--- src/rtl/kt_pkg.sv ---
// Shared constants, FSM states and error codes for the knight's-tour checker.
// Imported by the checker, its move-legality helper and the bench.
package kt_pkg;

    localparam int BOARD_DIM = 5;
    localparam int CELLS     = 25;

    typedef enum logic [2:0] {
        IDLE,
        CAPTURE,
        WAIT,
        STREAM,
        REPORT
    } state_t;

    localparam logic [2:0] ERR_NONE    = 3'd0;
    localparam logic [2:0] ERR_TIMEOUT = 3'd1;
    localparam logic [2:0] ERR_FRAME   = 3'd2;
    localparam logic [2:0] ERR_BOUNDS  = 3'd3;
    localparam logic [2:0] ERR_KNIGHT  = 3'd4;
    localparam logic [2:0] ERR_REVISIT = 3'd5;
    localparam logic [2:0] ERR_PREFIX  = 3'd6;
    localparam logic [2:0] ERR_PROTO   = 3'd7;

endpackage

--- src/rtl/kt_move_legal.sv ---
// Combinational move classifier: board bounds, knight-move shape and the
// flat cell index (5x+y) of the current cell.
module kt_move_legal
    import kt_pkg::*;
(
    input  logic [2:0] prev_x,
    input  logic [2:0] prev_y,
    input  logic [2:0] curr_x,
    input  logic [2:0] curr_y,
    output logic       in_bounds,
    output logic       is_knight,
    output logic [4:0] cell_idx
);

    logic [3:0] dx;
    logic [3:0] dy;
    logic [3:0] adx;
    logic [3:0] ady;

    // 4-bit two's-complement differences of zero-extended coordinates; the
    // magnitude is all that matters for the knight test.
    always_comb begin
        dx        = {1'b0, curr_x} - {1'b0, prev_x};
        dy        = {1'b0, curr_y} - {1'b0, prev_y};
        adx       = dx[3] ? (4'd0 - dx) : dx;
        ady       = dy[3] ? (4'd0 - dy) : dy;
        in_bounds = (curr_x < 3'(BOARD_DIM)) && (curr_y < 3'(BOARD_DIM));
        is_knight = ((adx == 4'd1) && (ady == 4'd2)) ||
                    ((adx == 4'd2) && (ady == 4'd1));
        cell_idx  = in_bounds ? (({2'b00, curr_x} << 2) + {2'b00, curr_x} + {2'b00, curr_y})
                              : 5'd0;
    end

endmodule

--- config.mk ---
export PLATFORM = sky130hd
export DESIGN_NAME = kt_move_legal
export DESIGN_NICKNAME = d
export VERILOG_FILES = /design/src/rtl/kt_pkg.sv /design/src/rtl/kt_move_legal.sv
export SDC_FILE = /design/constraint.sdc
export NUM_CORES = 1
export LEC_CHECK = 0
export BUFFER_PORTS_ARGS = -buffer_cell sky130_fd_sc_hd__buf_2
export CORE_AREA = 2 2 39 41
export DETAILED_ROUTE_END_ITERATION = 10
export DIE_AREA = 0 0 41 43
export PLACE_DENSITY = 0.65
export SKIP_LAST_GASP = 1
export SYNTH_ARGS = -nofsm -noshare
export SYNTH_HDL_FRONTEND = slang
export SYNTH_SLANG_ARGS = --single-unit
--- constraint.sdc ---
create_clock -name vclk -period 3.1
set_input_delay 0.155 -clock vclk [all_inputs]
set_output_delay 0.155 -clock vclk [all_outputs]
set_load 0.02 [all_outputs]
==> flow_summary.toml, run 1 <==
[floorplanning]
die_h_um = 43
die-area_um2 = 1763
start_util_pct = 38.07
die_w_um = 41
fp-row-count = 14
coreArea_um2 = 1384
ioPinCount = 19

[sta]
worst_slack_ns = 0.3809
slew_violations = 0
relSlewSlack_pct = 76.79
rsz0062_at_grt = "no"
min_period_ns = 2.719
setup-tns-final_ns = 0
finalHoldViolCount = 0
setup_violations = 0
worstMarginPinSlew_ns = 0.3445
fmax_ghz = 0.3678
finalCritPeriodShare_pct = 87.71

[synth]
synth_top_area_share_pct = 28.50
synth_area_um2 = 526.8
synth_seq_area_share_pct = 0
synth_cell_types = 22
yosysWarnings = 0
syn_avg_cell_area_um2 = 7.981
synth_area_leaders = "ha_1 29%, fa_1 15%, inv_1 10%"
syn_nets = 94
synth_cells = 66
yosys-top-cells-count = "14 x inv_1, 12 x ha_1, 5 x a21oi_1"
yosysTopAreaCell = "ha_1"
yosysMostFrequentCell = "inv_1"

[grt]
grt.overflow.total = 0
grt_pass1_wl_mm = 1.856
grt_max_degree = 6
grt_usage_pct = 14.20
antenna_found_initial = 0
grt_pass1_vias = 448

[power_and_ir_drop]
p_seq_share_pct = 0
pwr-share-comb_pct = 100.0
p_sw_w = 0.00007090
powerDensity_nw_per_um2 = 201.5
netSwitchingFraction_pct = 54.82
ir_drop_mv = 0.06408
p_total_w = 0.0001293
p_int_w = 0.00005843
clockPowerShare_pct = 0
p_leak_nw = 0.3740

[flow_run]
max_cap_violations = 0

[cells_and_area]
drive_gt1_share_pct = 25.88
syn2layout_area_growth_pct = 21.85
regArea_um2 = 0
fin_area_um2 = 641.9
num_antenna_cells = 0
clock_buffers = 0
final_util_pct = 46.38
fill_cells = 156
nets = 115
seq_cells = 0

[critical_path]
endpoint = "is_knight"
cp_top_family = "adder cells"
cp_cell_sequence = "buf_2, inv_1, ha_1, inv_1, fa_1, inv_1, ha_1, and3_4, or4b_4, a2111oi_2, buf_2"
critPathKind = "input port to primary output"
end_kind = "primary output"
worstSetupPathDepth = 11
critPathBufInv = 5
required_ns = 2.94
critPathSlowestCell = "or4b_4"
startpoint = "curr_y[0]"
arrival_ns = 2.56
critPathMaxFanout = 3
crit_top_cell = "inv_1"
max_stage_delay_ns = 0.53
worstSetupStartpointType = "input port"

[routing]
drtIter0Drc = 0
vias_per_cell = 4.891
drc = 0
dr.pass1.iters = 1
ant_nets = 0
vias = 494
routedWlPerCell_um = 10.23
drt_wl_total_mm = 1.033

[min_path]
hp-class = "input port to primary output"
holdCritStartpoint = "curr_x[2]"

[placement]
gp_congestion = 0.7929
place_ws_ns = 0.3686
dp_hpwl_um = 957.8
port_buffers = 19
place_area_um2 = 641.9

[run_status]
status = "completed"

[clock_network]
postCtsSetupRepairBufs = 0
hold_buffers = 0
cts.repair.resized = 0
-- cells by family (layout without fill, tap and decap cells) --
logic type                 after synthesis  after routing  synth area share [%]
xor gates and xnor gates                 5              5                 8.315
AOI/OAI and AO/OA                       12             12                 15.44
and+or+nand+nor                         19             19                 22.56
buffers and inverters                   14             33                 9.976
adders and majority gates               16             16                 43.71
-- metrics by stage --
stage	hold WS (ns)	std cells
after floorplan	0.5890	66
after global placement	0.8257	101
after detailed placement	0.8357	101
after CTS	0.8369	101
after global routing	0.8759	101
final	0.8238	101
-- worst min path at each step --
stage	cells past startpoint	slack (ns)	end
2_1_floorplan	3	0.59	cell_idx[4]
3_3_place_gp	5	0.83	cell_idx[4]
3_5_place_dp	5	0.84	cell_idx[4]
4_1_cts	5	0.84	cell_idx[4]
5_1_grt	5	0.88	cell_idx[4]
6_report	5	0.82	cell_idx[4]
-- power by group through the flow --
stage	sequential [W]	combinational [W]	clock (W)
final	0	0.000129	0
after global placement	0	0.000128	0
after global routing	0	0.000149	0
after detailed placement	0	0.000131	0
after CTS	0	0.000132	0
after floorplan	0	0.0000964	0
-- area by class of cell --
class / count / area (µm²) / area share [%]
timing repair buffer: 19 / 95.09 / 14.81
tap: 16 / 20.02 / 3.119
multi-input combinational: 52 / 474.2 / 73.88
inverter: 14 / 52.55 / 8.187
-- layer usage --
metal,track usage (%),part of all wire (%),routed length [µm],vias up
met1,21.10,48,496,221
li1,-,-,-,264
met4,0,0,0,0
met2,23.75,48,496,9
met5,0,0,0,-
met3,0,4.0,41,0
-- layout by cell type (no fill, tap or decap), types with 3 or more instances in the layout --
| cell | count |
|---|---|
| buf_2 | 19 |
| inv_1 | 14 |
| ha_1 | 12 |
| a21oi_1 | 5 |
| nand2_1 | 4 |
| and3_1 | 4 |
| fa_1 | 4 |
| xnor2_1 | 3 |
| nor2_1 | 3 |
Power figures use the tool's default switching activity.
==> inputs of run 2 (changes only) <==
--- a/config.mk
+++ b/config.mk
@@ -6,10 +6,12 @@
 export NUM_CORES = 1
 export LEC_CHECK = 0
 export BUFFER_PORTS_ARGS = -buffer_cell sky130_fd_sc_hd__buf_2
+export CAP_MARGIN = 10
 export CORE_AREA = 2 2 39 41
 export DETAILED_ROUTE_END_ITERATION = 10
 export DIE_AREA = 0 0 41 43
 export PLACE_DENSITY = 0.65
+export RECOVER_POWER = 100
 export SKIP_LAST_GASP = 1
 export SYNTH_ARGS = -nofsm -noshare
 export SYNTH_HDL_FRONTEND = slang
==> run 2 against run 1 <==
Net effect:
- critical path depth unchanged
- cell area down 1.4%
- final cell count unchanged
- sequential cell count unchanged
- first-iteration DRC count unchanged
- fmax down 1.9%
- hold slack better by 0.016 ns
- highest routed layer unchanged
- largest power group unchanged
- total power down 1.7%
- combinational power about the same
==> flow_summary.toml, run 2 (synthesis gave the netlist of run 1 again) <==
[min_path]
hp-class = "input port to primary output"
holdPathStages = 5

[cells_and_area]
final_util_pct = 45.75
syn2layout_area_growth_pct = 20.19
num_antenna_cells = 0
regArea_um2 = 0
seq_cells = 0
layout_common_cells = "14 x inv_1, 12 x ha_1, 12 x buf_2, 7 x clkbuf_1, 5 x a21oi_1"
drive_gt1_share_pct = 17.65
nets = 115
fill_cells = 159
clock_buffers = 0
final_common_cell = "inv_1"

[sta]
slew_violations = 0
hold_slack_ns = 0.8399
finalCritPeriodShare_pct = 89.46
finalHoldViolCount = 0
fmax_ghz = 0.3606
rsz0062_at_grt = "no"
worstMarginPinSlew_ns = 0.3468
min_period_ns = 2.773
setup-tns-final_ns = 0
setup_violations = 0
relSlewSlack_pct = 76.64

[grt]
grt_max_degree = 6
antenna_found_initial = 0
grt_pass1_wl_mm = 1.856
grt_pass1_vias = 448
grt_usage_pct = 14.20
grt.overflow.total = 0

[floorplanning]
ioPinCount = 19
die-area_um2 = 1763
start_util_pct = 38.07
fp-row-count = 14
die_h_um = 43
die_w_um = 41
coreArea_um2 = 1384

[critical_path]
end_kind = "primary output"
critPathMaxFanout = 3
critPathSlowestCell = "or4b_4"
max_stage_delay_ns = 0.53
arrival_ns = 2.62
cp_top_family = "adder cells"
critPathKind = "input port to primary output"
worstSetupPathDepth = 11
cp_cell_sequence = "buf_2, inv_1, ha_1, inv_1, fa_1, inv_1, ha_1, and3_4, or4b_4, a2111oi_2, clkbuf_1"
critPathBufInv = 5
worstSetupStartpointType = "input port"
crit_top_cell = "inv_1"
required_ns = 2.94

[routing]
vias = 496
ant_nets = 0
drt_wl_total_mm = 1.038
drtIter0Drc = 0
vias_per_cell = 4.911
drc = 0
dr.pass1.iters = 1
routedWlPerCell_um = 10.28

[placement]
dp_hpwl_um = 957.8
port_buffers = 19
gp_congestion = 0.7929

[run_status]
status = "completed"

[clock_network]
hold_buffers = 0
cts.repair.resized = 0
postCtsSetupRepairBufs = 0

[flow_run]
max_cap_violations = 0

[power_and_ir_drop]
p_leak_nw = 0.3478
ir_drop_mv = 0.06404
powerDensity_nw_per_um2 = 200.9
==> run 2: metrics by stage <==
step | std cells | power (W) | setup slack (ns) | instance area (µm²)
2_1_floorplan | 66 | 0.00009640 | 0.4702 | 526.8
3_3_place_gp | 101 | 0.0001279 | 0.4047 | 641.9
3_5_place_dp | 101 | 0.0001306 | 0.3686 | 641.9
4_1_cts | 101 | 0.0001316 | 0.3634 | 641.9
5_1_grt | 101 | 0.0001473 | 0.2104 | 633.1
6_report | 101 | 0.0001272 | 0.3269 | 633.1
==> run 2: final cells by class <==
type / count / area, µm² / area share (%)
Inverter: 14 / 52.55 / 8.300
Multi-Input combinational cell: 52 / 474.2 / 74.90
Tap cell: 16 / 20.02 / 3.162
Timing Repair Buffer: 19 / 86.33 / 13.64
==> run 2: worst paths after layout <==
check / slack, ns / end / startpoint
min: 0.84 / cell_idx[4] / curr_x[2]
max: 0.33 / is_knight / curr_y[0]
==> run 2: routing by layer <==
metal | global-route usage, % | wire, µm
met1 | 21.10 | 502
met2 | 23.75 | 496
met3 | 0 | 40
met4 | 0 | 0
met5 | 0 | 0
==> run 2: where the power goes <==
group          leakage, nW  switching, W  internal [W]
logic                0.348     0.0000713     0.0000559
registers                0             0             0
clock network            0             0             0
total                0.348     0.0000713     0.0000559
